==> config.mk <==
export PLATFORM = sky130hd
export DESIGN_NAME = compare_arbiter
export DESIGN_NICKNAME = d
export VERILOG_FILES = /design/src/rtl/compare_arbiter.sv
export SDC_FILE = /design/constraint.sdc
export NUM_CORES = 1
export LEC_CHECK = 0
export ABC_CLOCK_PERIOD_IN_PS = 2100
export BUFFER_PORTS_ARGS = -buffer_cell sky130_fd_sc_hd__buf_2
export CORE_AREA = 4 4 73 62
export DETAILED_ROUTE_END_ITERATION = 8
export DIE_AREA = 0 0 77 66
export PLACE_DENSITY_LB_ADDON = 0.12
export SYNTH_ARGS = -nofsm -noshare
export SYNTH_HDL_FRONTEND = slang
export SYNTH_SLANG_ARGS = --single-unit
==> constraint.sdc <==
create_clock -name clk -period 2.1 [get_ports clk]
set_clock_uncertainty 0.1 [all_clocks]
set_input_delay 0.105 -clock clk [delete_from_list [all_inputs] [get_ports clk]]
set_output_delay 0.105 -clock clk [all_outputs]
set_load 0.005 [all_outputs]
==> src/rtl/compare_arbiter.sv <==
// Four-requester arbiter sharing one unsigned WIDTH-bit comparator, one result per three cycles.
// Define CMP_ROUND_ROBIN_EN for round-robin selection; otherwise fixed priority (requester 0 highest).
module compare_arbiter #(
  parameter int WIDTH = 8
) (
  input  logic                 clk,
  input  logic                 reset,
  input  logic [3:0]           req,
  input  logic [4*WIDTH-1:0]   a_in,
  input  logic [4*WIDTH-1:0]   b_in,
  output logic [3:0]           gnt,
  output logic                 done,
  output logic [1:0]           res_id,
  output logic                 less,
  output logic                 equal,
  output logic                 greater,
  output logic                 busy
);

  typedef enum logic [1:0] {
    IDLE   = 2'd0,
    LATCH  = 2'd1,
    RESULT = 2'd2
  } state_t;

  state_t           state_q;
  logic [WIDTH-1:0] op_a_q;
  logic [WIDTH-1:0] op_b_q;
  logic [1:0]       win_q;
  logic [3:0]       gnt_q;
  logic             done_q;
  logic [1:0]       res_id_q;
  logic             less_q;
  logic             equal_q;
  logic             greater_q;
  logic             busy_q;

  logic [1:0]       win_d;
  logic             lt_d;
  logic             eq_d;
  logic             gt_d;

`ifdef CMP_ROUND_ROBIN_EN
  logic [1:0]       ptr_q;

  // First asserted request at or above the pointer, wrapping 3 -> 0.
  function automatic logic [1:0] rr_pick(input logic [3:0] r, input logic [1:0] p);
    logic [1:0] pick;
    logic [1:0] idx;
    pick = p;
    for (int k = 3; k >= 0; k--) begin
      idx = p + 2'(k);
      if (r[idx]) begin
        pick = idx;
      end else begin
        pick = pick;
      end
    end
    return pick;
  endfunction

  // Winner selection from the live request vector.
  always_comb begin
    win_d = rr_pick(req, ptr_q);
  end
`else
  // Lowest asserted index wins.
  function automatic logic [1:0] fp_pick(input logic [3:0] r);
    logic [1:0] pick;
    pick = 2'd0;
    for (int k = 3; k >= 0; k--) begin
      if (r[k]) begin
        pick = 2'(k);
      end else begin
        pick = pick;
      end
    end
    return pick;
  endfunction

  // Winner selection from the live request vector.
  always_comb begin
    win_d = fp_pick(req);
  end
`endif

  // Shared comparator on the latched operands only.
  always_comb begin
    lt_d = (op_a_q <  op_b_q);
    eq_d = (op_a_q == op_b_q);
    gt_d = (op_a_q >  op_b_q);
  end

  // Control FSM with registered outputs.
  always_ff @(posedge clk) begin
    if (reset) begin
      state_q   <= IDLE;
      op_a_q    <= '0;
      op_b_q    <= '0;
      win_q     <= 2'd0;
      gnt_q     <= 4'd0;
      done_q    <= 1'b0;
      res_id_q  <= 2'd0;
      less_q    <= 1'b0;
      equal_q   <= 1'b0;
      greater_q <= 1'b0;
      busy_q    <= 1'b0;
`ifdef CMP_ROUND_ROBIN_EN
      ptr_q     <= 2'd0;
`endif
    end else begin
      case (state_q)
        IDLE: begin
          done_q <= 1'b0;
          if (|req) begin
            op_a_q  <= a_in[win_d*WIDTH +: WIDTH];
            op_b_q  <= b_in[win_d*WIDTH +: WIDTH];
            win_q   <= win_d;
            gnt_q   <= 4'b0001 << win_d;
            busy_q  <= 1'b1;
            state_q <= LATCH;
          end else begin
            gnt_q   <= 4'd0;
            busy_q  <= 1'b0;
            state_q <= IDLE;
          end
        end
        LATCH: begin
          less_q    <= lt_d;
          equal_q   <= eq_d;
          greater_q <= gt_d;
          res_id_q  <= win_q;
          done_q    <= 1'b1;
          gnt_q     <= 4'd0;
          busy_q    <= 1'b1;
          state_q   <= RESULT;
`ifdef CMP_ROUND_ROBIN_EN
          ptr_q     <= win_q + 2'd1;
`endif
        end
        RESULT: begin
          done_q  <= 1'b0;
          gnt_q   <= 4'd0;
          busy_q  <= 1'b0;
          state_q <= IDLE;
        end
        default: begin
          done_q  <= 1'b0;
          gnt_q   <= 4'd0;
          busy_q  <= 1'b0;
          state_q <= IDLE;
        end
      endcase
    end
  end

  assign gnt     = gnt_q;
  assign done    = done_q;
  assign res_id  = res_id_q;
  assign less    = less_q;
  assign equal   = equal_q;
  assign greater = greater_q;
  assign busy    = busy_q;

endmodule

# After elaboration in Yosys (flattened, before gate mapping)
# Index checks and enable logic that the tools add are counted.
[classes]
magnitude_cmp = 2
reduce_logical = 4
shifts = 3
bitwise = 2
eq_ne = 2
mux = 9
[op_table]
columns = ["cell", "count"]
rows = [
  ["$shiftx 32x6->8", 2],
  ["$eq 8x8->1", 1],
  ["$gt 8x8->1", 1],
  ["$lt 8x8->1", 1],
  ["$mux 2", 4],
  ["$pmux 2 s2", 1],
  ["$reduce_or 4->1", 1],
  ["$shl 1x2->4 const A", 1],
  ["$mux 1", 3],
  ["$reduce_or 3->1", 1],
  ["$eq 2x1->1 const B", 1],
  ["$logic_not 2->1", 1],
  ["$not 1->1", 2],
  ["$pmux 1 s2", 1],
  ["$reduce_and 2->1", 1],
]
[word_totals]
register_bits = 31
wordCells = 33

# Logic depth before layout (Yosys ltp)
[depth]
depth_word = 5
ltp_mapped = 6

# Least setup slack after synthesis
# Ideal clock, no wire load.
[synth_timing]
kind = "register to register"
start = "register op_b_q[5]"
end = "register greater_q, in the netlist greater"
stages_incl_launch_ff = 7
synth_period_minus_slack_ps = 1619
path_slack_ps = 481
arrival_ps = 1404
required_time_ps = 1885
path_cell_list = "dfxtp_1 -> inv_1 -> ha_1 -> a21oi_1 -> o21ai_0 -> or3b_2 -> o21a_1"
[synth_via]
elab_chain_cells = 1
[synth_rtl]
columns = ["element", "line", "source"]
rows = [
  ["start: declaration", "28", "logic [WIDTH-1:0] op_b_q;"],
  ["start signal: assignment", "117", "op_b_q <= b_in[win_d*WIDTH +: WIDTH];"],
  ["$gt 8x8->1", "91", "gt_d = (op_a_q > op_b_q);"],
  ["end signal: assignment", "131", "greater_q <= gt_d;"],
  ["end: declaration", "35", "logic greater_q;"],
]
# No other way between the ends.
# A chain may end at the register's enable or synchronous reset.

# Final worst setup path
# Ends and elaborated chain as after synthesis.

==> results.md <==
* Result of the run: complete, no violations
* Slowest stage cell on the critical path: sky130_fd_sc_hd__or3b_2
* Crit path time final at 1.80 ns
* DR iter-0 viols at 63
* Logic depth of the worst path, buffers included at 6
* Number of global-route vias before repair at 1746
* Number of H-tree levels at 2
* Element type at the critical path end: flop
* DPL Wire Length at 3570 um
* Max Slew Vio Count at 0
* Core outline area at 3730 um^2
* Routed WL at 4650 um
* Antenna Cells at 0
* Cell with the most instances after synthesis: sky130_fd_sc_hd__dfxtp_1
* Depth of the worst register-to-register path at 6
* Unrepaired setup endpoints after global routing: false
* Cells taking the most area after synthesis: sky130_fd_sc_hd__dfxtp_1, sky130_fd_sc_hd__o221ai_1, sky130_fd_sc_hd__o31ai_1
* Top-area cell type share of the netlist area at 37.7%
* Max-cap violations at 0
* Number of top-level pins at 81
* Placer's final routability congestion estimate at 0.766
* Pwr Density at 705 nW/um^2
* Worst hold path type: input pin to flop
* Final clock period utilization by the worst path at 85.5%
* CP Cell Sequence: inv_1 > ha_1 > a21oi_1 > o21ai_0 > or3b_2 > o21a_1
* Drt via density at 5.45
* Endpoint of the worst register-to-register path: greater
* Total via count after detailed routing at 1705
* Most used standard cells in the synthesized netlist: sky130_fd_sc_hd__dfxtp_1, sky130_fd_sc_hd__nand2_1, sky130_fd_sc_hd__nor3_1
* Average size of a mapped cell at 8.47 um^2
* Critical path buffer and inverter count at 1
* Overall global routing resource usage at 19.0%
* Die area at 5080 um^2
* Sink Count at 31
* TritonRoute pass-1 iters at 4
* Pre-CTS setup slack at 0.342 ns
* Cell Area, Synth at 1640 um^2
* Routed Antenna Nets at 0
* Clock transition at the registers of the reported paths at 0.06 ns
* Setup Viol. Count Final at 0
* Fraction of layout cells with a size suffix above 1 at 35.7%
* Critical-path maximum fanout at 2
* Residual DRC at 0
* Maximum cell stage delay along the critical path at 0.46 ns
* Register area share after synthesis at 37.7%
* Final critical-path setup slack at 0.304 ns
* Max-slew headroom at the worst pin at 56.2%
* Arrival time of the worst setup path at 1.87 ns
* Number of standard cells in the final layout excluding fillers at 313
* Most used DFF post-synth: sky130_fd_sc_hd__dfxtp_1
* Critical setup path kind: flop to flop
* Post-CTS Hold Fix Bufs at 0
* Top delay family on crit path: compound AO/OA/AOI/OAI gates
* Clock tree from TritonCTS: done
* Cell count after placement at 306
* Clock Root Buffer: sky130_fd_sc_hd__clkbuf_8
* Startpoint of the lowest-slack register-to-register path: op_b_q[5]
* R2R Setup Slk at 0.30 ns
* Clock Latency Late Sink at 0.27 ns
* Ys Warns at 0
* Clock buffers created by TritonCTS at 5
* Width of the chip at 77 um
* Buffers on Ports at 80
* Synthesized netlist net count at 272
* Data required time of the critical path at 2.17 ns
* First element of the critical path: op_b_q[5]
* Count of flip-flops with a built-in enable after synthesis at 0
* Chip Height at 66 um
* Global route overflow at 0
* Worst hold margin at 0.00335 ns
* FF+latch count, synth at 31
* Starting density of the core at 44.1%
* Relative area change from synthesis to final layout at 28.8%
* Number of setup buffers added after CTS at 0
* Synth area leader: sky130_fd_sc_hd__dfxtp_1
* Unique cell type count in the Yosys netlist at 33
* Asr flop ratio synth at 0%
* Number of placement rows at 20
* End of the critical path: greater
* Achievable frequency at 557 MHz
* Power after layout at 1490 uW
* Worst setup SP type: flop
* Synthesized netlist cell count at 194
* Number of nets in the finished design at 347
* Max clock buf depth at 2
* Global-route wire length before repair at 7690 um
* Worst supply voltage drop on vdd at 323 uV
* Initial antenna violation count at 0
* Resize count post-CTS at 0
* Leakage power at 0.000952 uW
* Number of hold-slack violations in the final timing report at 0
* Setup_tns at 0 ns
* Per-cell routed wire length at 14.9 um
* Maximum number of pins on one net before global-route repair at 21
* Slew at the pin with the worst max-slew slack at 0.655 ns
[state kept, by name (all words and copies together) (netlist names)]
name     cells
state_q      2
done         1
greater      1
gnt          4
win_q        2
equal        1
op_a_q       8
op_b_q       8
less         1
res_id       2
busy         1
[layer usage]
| layer | track usage, % | vias to the layer above | part of all wire [%] |
|---|---|---|---|
| met3 | 4.36 | 6 | 5.8 |
| li1 | - | 870 | - |
| met1 | 24.5 | 778 | 47 |
| met5 | 0 | - | 0 |
| met2 | 31.0 | 51 | 46 |
| met4 | 7.33 | 0 | 1.3 |
[layout by cell type (no fill, tap or decap), drive strengths merged, types with 2 or more instances in the layout]
cell and n:
buf 81, dfxtp 31, nand2 27, nor3 17, o31ai 16, o221ai 16
o21ai 11, inv 10, nor2 9, or3 8, ha 8, a21oi 7
clkbuf 6, nor2b 3, and3 3, o21a 2, mux2i 2, nand4 2
or4 2
[power by group]
| group | leakage [uW] | switching (uW) | internal (uW) |
|---|---|---|---|
| clock network | 0.0000470 | 203 | 256 |
| logic | 0.000650 | 189 | 167 |
| registers | 0.000256 | 28.9 | 647 |
[area by class of cell]
cell class              count  area (um^2)
fillers                   372         1610
multi-input cells         140          908
flip-flops and latches     31          621
repair buffers             81          408
clock buffers               6         82.6
well taps                  44         55.1
inverters                  10         37.5
clock inverters             1         5.00
[cell families (layout without fill, tap and decap cells)]
| group | after synthesis | after routing | share of synthesized area [%] |
|---|---|---|---|
| compound gates | 55 | 55 | 25.4 |
| fa+ha+maj | 8 | 8 | 6.09 |
| buf+inv | 23 | 98 | 7.00 |
| flops | 31 | 31 | 37.7 |
| mux | 2 | 2 | 1.22 |
| simple gates | 75 | 75 | 22.5 |
[per-stage QoR]
step                utilization, %  area (um^2)
detailed placement            54.4         2030
global route                  56.8         2120
global placement              54.4         2030
CTS                           56.8         2120
floorplan                        -         1640
finish                        56.8         2120
[worst reg2reg max path: cells and delay by family (launching register included)]
family	cells	cell delay, ns
compound gates	3	0.46
flops	1	0.33
fa+ha+maj	1	0.28
buf+inv	1	0.05
simple gates	1	0.46
[how the worst min path moves through the flow]
stage	from	endpoint	slack (ns)	depth (start not counted)
6_report	a_in[5]	op_a_q[5]	0.003	3
5_1_grt	a_in[6]	op_a_q[6]	0.03	3
4_1_cts	a_in[5]	op_a_q[5]	0.003	3
3_5_place_dp	a_in[5]	op_a_q[5]	0.29	3
3_3_place_gp	a_in[6]	op_a_q[6]	0.28	3
2_1_floorplan	a_in[1]	op_a_q[1]	0.19	2
Power figures use the tool's default switching activity.
